--- config.mk ---
export PLATFORM = sky130hd
export DESIGN_NAME = rtc_edit_ctrl
export DESIGN_NICKNAME = d
export VERILOG_FILES = /design/src/rtl/rtc_pkg.sv /design/src/rtl/rtc_edit_ctrl_btn_edge.sv /design/src/rtl/rtc_edit_ctrl.sv
export SDC_FILE = /design/constraint.sdc
export NUM_CORES = 1
export LEC_CHECK = 0
export CAP_MARGIN = 20
export CORE_AREA = 5 5 58 60
export DETAILED_ROUTE_END_ITERATION = 12
export DIE_AREA = 0 0 63 65
export PLACE_DENSITY = 0.63
export REMOVE_ABC_BUFFERS = 1
export SLEW_MARGIN = 15
export SYNTH_ARGS = -nofsm -noshare
export SYNTH_HDL_FRONTEND = slang
export SYNTH_SLANG_ARGS = --single-unit
--- constraint.sdc ---
create_clock -name clk -period 3.2 [get_ports clk]
set_clock_uncertainty 0.15 [all_clocks]
set_input_delay 0.48 -clock clk [delete_from_list [all_inputs] [get_ports clk]]
set_output_delay 0.48 -clock clk [all_outputs]
set_load 0.01 [all_outputs]
--- src/rtl/rtc_pkg.sv ---
// Shared types for the RTC edit controller: FSM states, field indices and the
// field-step helper used when walking left/right through the editable fields.
package rtc_pkg;

    typedef enum logic [1:0] {
        IDLE   = 2'd0,
        EDIT   = 2'd1,
        COMMIT = 2'd2
    } state_t;

    localparam logic [2:0] FLD_DAY    = 3'd0;
    localparam logic [2:0] FLD_MONTH  = 3'd1;
    localparam logic [2:0] FLD_YEAR   = 3'd2;
    localparam logic [2:0] FLD_HOUR   = 3'd3;
    localparam logic [2:0] FLD_MIN    = 3'd4;
    localparam logic [2:0] FLD_SEC    = 3'd5;
    localparam logic [2:0] FIELD_NONE = 3'd7;

    // Move one field forward or back, wrapping at both ends of 0..last.
    function automatic logic [2:0] field_step(input logic [2:0] cur,
                                              input logic       fwd,
                                              input logic [2:0] last);
        logic [2:0] nxt;
        if (fwd) begin
            nxt = (cur == last) ? FLD_DAY : cur + 3'd1;
        end else begin
            nxt = (cur == FLD_DAY) ? last : cur - 3'd1;
        end
        return nxt;
    endfunction

endpackage

--- src/rtl/rtc_edit_ctrl_btn_edge.sv ---
// btn_edge: one-bit rising-edge detector with registered history. After reset
// the detector stays disarmed until the button has been seen low once.
module btn_edge (
    input  logic clk,
    input  logic rst,
    input  logic btn,
    output logic evt
);

    logic prev_q, prev_d;
    logic armed_q, armed_d;

    always_comb begin
        prev_d  = btn;
        armed_d = armed_q | ~btn;
    end

    always_ff @(posedge clk) begin
        if (rst) begin
            prev_q  <= 1'b0;
            armed_q <= 1'b0;
        end else begin
            prev_q  <= prev_d;
            armed_q <= armed_d;
        end
    end

    // A button held through reset release never looks like a fresh press.
    assign evt = btn & ~prev_q & armed_q;

endmodule

--- src/rtl/rtc_edit_ctrl.sv ---
// RTC field-edit controller: IDLE -> EDIT -> COMMIT with registered outputs.
// Optional edit inactivity timeout is enabled by defining RTC_EDIT_TIMEOUT_EN.
module rtc_edit_ctrl
    import rtc_pkg::*;
#(
    parameter int unsigned NUM_FIELDS     = 6,
    parameter int unsigned TIMEOUT_CYCLES = 32'd1_000_000
) (
    input  logic       clk,
    input  logic       rst,
    input  logic       btn_mode,
    input  logic       btn_left,
    input  logic       btn_right,
    input  logic       btn_up,
    input  logic       btn_down,
    input  logic       commit_ack,
    output logic [2:0] field_sel,
    output logic       inc_pulse,
    output logic       dec_pulse,
    output logic       edit_active,
    output logic       commit_req,
    output logic       abort_pulse,
    output logic [1:0] dbg_state
);

    if (NUM_FIELDS < 2 || NUM_FIELDS > 7) begin : g_bad_num_fields
        $error("rtc_edit_ctrl: NUM_FIELDS must be 2..7");
    end
    if (TIMEOUT_CYCLES < 2) begin : g_bad_timeout
        $error("rtc_edit_ctrl: TIMEOUT_CYCLES must be at least 2");
    end

    localparam logic [2:0] LAST_FLD = 3'(NUM_FIELDS - 1);

    logic ev_mode, ev_left, ev_right, ev_up, ev_down;

    btn_edge u_edge_mode  (.clk(clk), .rst(rst), .btn(btn_mode),  .evt(ev_mode));
    btn_edge u_edge_left  (.clk(clk), .rst(rst), .btn(btn_left),  .evt(ev_left));
    btn_edge u_edge_right (.clk(clk), .rst(rst), .btn(btn_right), .evt(ev_right));
    btn_edge u_edge_up    (.clk(clk), .rst(rst), .btn(btn_up),    .evt(ev_up));
    btn_edge u_edge_down  (.clk(clk), .rst(rst), .btn(btn_down),  .evt(ev_down));

    state_t     state_q, state_d;
    logic [2:0] field_q, field_d;
    logic       inc_q, inc_d;
    logic       dec_q, dec_d;
    logic       edit_q, edit_d;
    logic       commit_q, commit_d;
    logic       abort_q, abort_d;

`ifdef RTC_EDIT_TIMEOUT_EN
    logic [31:0] tmo_q, tmo_d;
    logic        any_evt;
    assign any_evt = ev_mode | ev_left | ev_right | ev_up | ev_down;
`endif

    always_comb begin
        state_d  = state_q;
        field_d  = field_q;
        inc_d    = 1'b0;
        dec_d    = 1'b0;
        edit_d   = edit_q;
        commit_d = commit_q;
        abort_d  = 1'b0;
`ifdef RTC_EDIT_TIMEOUT_EN
        tmo_d    = tmo_q;
`endif
        case (state_q)
            IDLE: begin
                field_d  = FIELD_NONE;
                edit_d   = 1'b0;
                commit_d = 1'b0;
`ifdef RTC_EDIT_TIMEOUT_EN
                tmo_d    = '0;
`endif
                if (ev_mode) begin
                    state_d = EDIT;
                    field_d = FLD_DAY;
                    edit_d  = 1'b1;
                end
            end
            EDIT: begin
                // Mode wins outright; anything arriving with it is dropped.
                if (ev_mode) begin
                    state_d  = COMMIT;
                    edit_d   = 1'b0;
                    commit_d = 1'b1;
                end else begin
                    if (ev_right && !ev_left) field_d = field_step(field_q, 1'b1, LAST_FLD);
                    if (ev_left && !ev_right) field_d = field_step(field_q, 1'b0, LAST_FLD);
                    inc_d = ev_up & ~ev_down;
                    dec_d = ev_down & ~ev_up;
`ifdef RTC_EDIT_TIMEOUT_EN
                    if (any_evt) begin
                        tmo_d = '0;
                    end else if (tmo_q == TIMEOUT_CYCLES - 1) begin
                        state_d = IDLE;
                        field_d = FIELD_NONE;
                        edit_d  = 1'b0;
                        abort_d = 1'b1;
                        tmo_d   = '0;
                    end else begin
                        tmo_d = tmo_q + 32'd1;
                    end
`endif
                end
            end
            COMMIT: begin
                commit_d = 1'b1;
                if (commit_ack) begin
                    state_d  = IDLE;
                    field_d  = FIELD_NONE;
                    commit_d = 1'b0;
                end
            end
            default: begin
                state_d  = IDLE;
                field_d  = FIELD_NONE;
                edit_d   = 1'b0;
                commit_d = 1'b0;
            end
        endcase
    end

    always_ff @(posedge clk) begin
        if (rst) begin
            state_q  <= IDLE;
            field_q  <= FIELD_NONE;
            inc_q    <= 1'b0;
            dec_q    <= 1'b0;
            edit_q   <= 1'b0;
            commit_q <= 1'b0;
            abort_q  <= 1'b0;
        end else begin
            state_q  <= state_d;
            field_q  <= field_d;
            inc_q    <= inc_d;
            dec_q    <= dec_d;
            edit_q   <= edit_d;
            commit_q <= commit_d;
            abort_q  <= abort_d;
        end
    end

`ifdef RTC_EDIT_TIMEOUT_EN
    always_ff @(posedge clk) begin
        if (rst) tmo_q <= '0;
        else     tmo_q <= tmo_d;
    end
`endif

    assign field_sel   = field_q;
    assign inc_pulse   = inc_q;
    assign dec_pulse   = dec_q;
    assign edit_active = edit_q;
    assign commit_req  = commit_q;
    assign dbg_state   = state_q;
`ifdef RTC_EDIT_TIMEOUT_EN
    assign abort_pulse = abort_q;
`else
    assign abort_pulse = 1'b0;
`endif

endmodule

==> run metrics <==
Final Cycle Share 60.7%; DR WL/cell about 11 um; Synth cell types 32; crit path cell chain clkdlybuf4s50_1; worst rel slew slack between 60 and 70%; share of cells above drive strength 1 10.3%; CTS buffer count 3; Max Slew Vio Count 0; DRT antenna net count 0; Adder-Cell Fraction of Synth Area under 10%; max FFs per register 3; RR Endpoint field_sel[2]; Post-route DRC 0; synth warn 0; die footprint between 0.004 and 0.005 sq mm; maximum fanout along the worst path 7; clock-pin slew on the worst setup and hold paths approximately 0.11 ns; via count 694; Clock Latency Late Sink slightly below 0.3 ns; placed cells 145; row count 20; post-route setup TNS 0 ns; Core Area 0.00288 sq mm; Bufs and invs on worst path 1; Clock Sinks 19; #FFs+latches synth 19; clock buffer depth 2; Synth Area per Inst 9.25 sq um; crit start category flop; Ports 18; area delta synth->final 23.0%; hold slack final 0.302 ns; port buffer count 16; Leak Pwr about 0.47 nW; post-synthesis mux area share 4.51%; post-CTS resize count 0; initial antenna violation count 0; cts hold-fix bufs 0; largest family of logic cells by synthesized area simple AND/OR/NAND/NOR gates; initial core utilization 31.8%; min cycle time layout between 1.5 and 2 ns; crit-path max cell delay 0.58 ns; worst hold endpoint u_edge_up.armed_q; Placer Congestion 0.779; Req. time, crit path between 2 and 3 ns; worst slew pin tran slightly below 0.6 ns; DR iter-0 viols 10; n_diodes 0; number of H-tree levels 1; most frequent cells in the layout dfxtp_1, clkdlybuf4s50_1, inv_1, a21oi_1, nor2_1; vias in the first global route 634; worst r2r src dbg_state[0]; RSZ-0062 raised after global routing no; status completed; pin count of the biggest net entering global routing 18; DR pass1 iterations 2; Mapped Cells 99; FF-to-FF setup slack 1.45 ns; Arr. time, crit path 1.31 ns; sequential cell area fraction in the yosys report 41.5%; total grt overflow 0; Root Driver clkbuf_4; Max Fclk 515 MHz; Placed Area 0.00110 sq mm; Fin. Hold Viols 0; Finished Cell Area around 0.0011 sq mm; Crit Path Category reg -> out; Via density roughly 4.7; pwr dens 395 mW/mm^2; gr usage total 7.99%; most common cell after layout, fill and taps aside dfxtp_1; delay-heaviest family, CP buffers and inverters; Hold Path Class reg -> reg; Routed WL ~1600 um; Min-Delay Startpoint u_edge_up.armed_q; dpl hpwl 1270 um; cell depth of the worst hold path 2; total setup buffers inserted after CTS 0; CTS tree yes; fin nets 128; post-synthesis xor/xnor area fraction 0.956%; Worst IR Drop VDD 0.000250 V; Post-Synth Simple-Gate Area 23.9%; Final Non-Filler Cells 149; die width 63 um; slowest cell on the critical path clkdlybuf4s50_1; r2r worst-path depth 7; CP Capture Type primary output; compound-gate portion of the synthesized area around 18%; die height between 60 and 70 um; max_cap viols 0; synthesized area 916 sq um; Final setup viols 0; first-pass GRT wire length between 2000 and 3000 um
==> Yosys cell counts <==
master	count	area (sq um)
a2111oi_0	1	8.76
a21boi_0	1	7.51
a21o_1	1	7.51
a21oi_1	11	55.1
a31o_1	1	8.76
a31oi_1	3	18.8
a32oi_2	1	16.3
and2_1	1	6.26
and2b_1	1	7.51
and4_1	1	8.76
buf_4	2	15.0
clkbuf_1	1	3.75
conb_1	1	3.75
dfxtp_1	19	380
ha_1	3	37.5
inv_1	11	41.3
mux2_2	1	11.3
mux2i_1	3	30.0
nand2_1	5	18.8
nand2b_1	1	6.26
nand3b_1	2	15.0
nand3b_4	2	40.0
nor2_1	8	30.0
nor2b_1	5	31.3
nor2b_4	1	13.8
nor3b_1	1	7.51
nor3b_2	2	25.0
o211ai_2	1	12.5
o21ai_0	4	20.0
o21ai_1	2	10.0
or3b_1	1	8.76
xor2_1	1	8.76
==> how the worst max path moves through the flow <==
| stage | startpoint | to | slack (ns) | cells after the start |
|---|---|---|---|---|
| CTS | field_sel[0] | field_sel[0] | 1.24 | 1 |
| finish | field_sel[0] | field_sel[0] | 1.26 | 1 |
| global route | field_sel[0] | field_sel[0] | 1.19 | 1 |
| floorplan | dbg_state[0] | field_sel[2] | 1.53 | 7 |
| detailed placement | btn_left | field_sel[0] | 1.16 | 6 |
| global placement | btn_left | field_sel[2] | 1.16 | 6 |
==> tightest hold or removal path, delay by kind of cell (launching register included) <==
kind	cells	cell delay [ns]
flops	1	0.32
buf+inv	1	0.05
compound gates	1	0.05
==> through the flow <==
step | total power, mW | setup slack, ns | utilization [%]
final | 0.445 | 1.26 | 39.1
after global routing | 0.470 | 1.19 | 39.1
after CTS | 0.452 | 1.24 | 39.1
after detailed placement | 0.333 | 1.16 | 38.2
after global placement | 0.331 | 1.16 | 38.2
after floorplan | 0.303 | 1.53 | -
==> layer usage <==
layer  vias to the layer above  routed length, um  part of all wire, %  track usage [%]
met5                         -                  0                    0                0
met4                         0                 35                  2.2             3.98
met3                         4                 64                  4.0             2.43
met2                        11                768                   48             12.9
met1                       310                745                   46             9.50
li1                        369                  -                    -                -
==> layout make-up <==
class	instances	area [sq um]
clock buffer	3	22.5
multi-input combinational	66	475
inverter	11	41.3
timing repair buffer	16	160
fill	290	1750
sequential	19	380
clock inverter	1	5.00
tap	33	41.3
==> cell families (layout without fill, tap and decap cells) <==
group | count (synthesis) | count (layout)
AO/OA/AOI/OAI | 26 | 26
XOR/XNOR | 1 | 1
adder cells (fa/ha/maj) | 3 | 3
buffers and inverters | 14 | 31
flip-flops | 19 | 19
multiplexers | 4 | 4
other | 1 | 1
AND/OR/NAND/NOR | 31 | 31
==> report_power, final <==
group          leakage [nW]  internal (mW)  total [mW]  switching, mW
Clock                0.0177         0.0465       0.118         0.0716
Sequential            0.157          0.248       0.256        0.00831
Combinational         0.299         0.0362      0.0704         0.0342
Power figures use the tool's default switching activity.
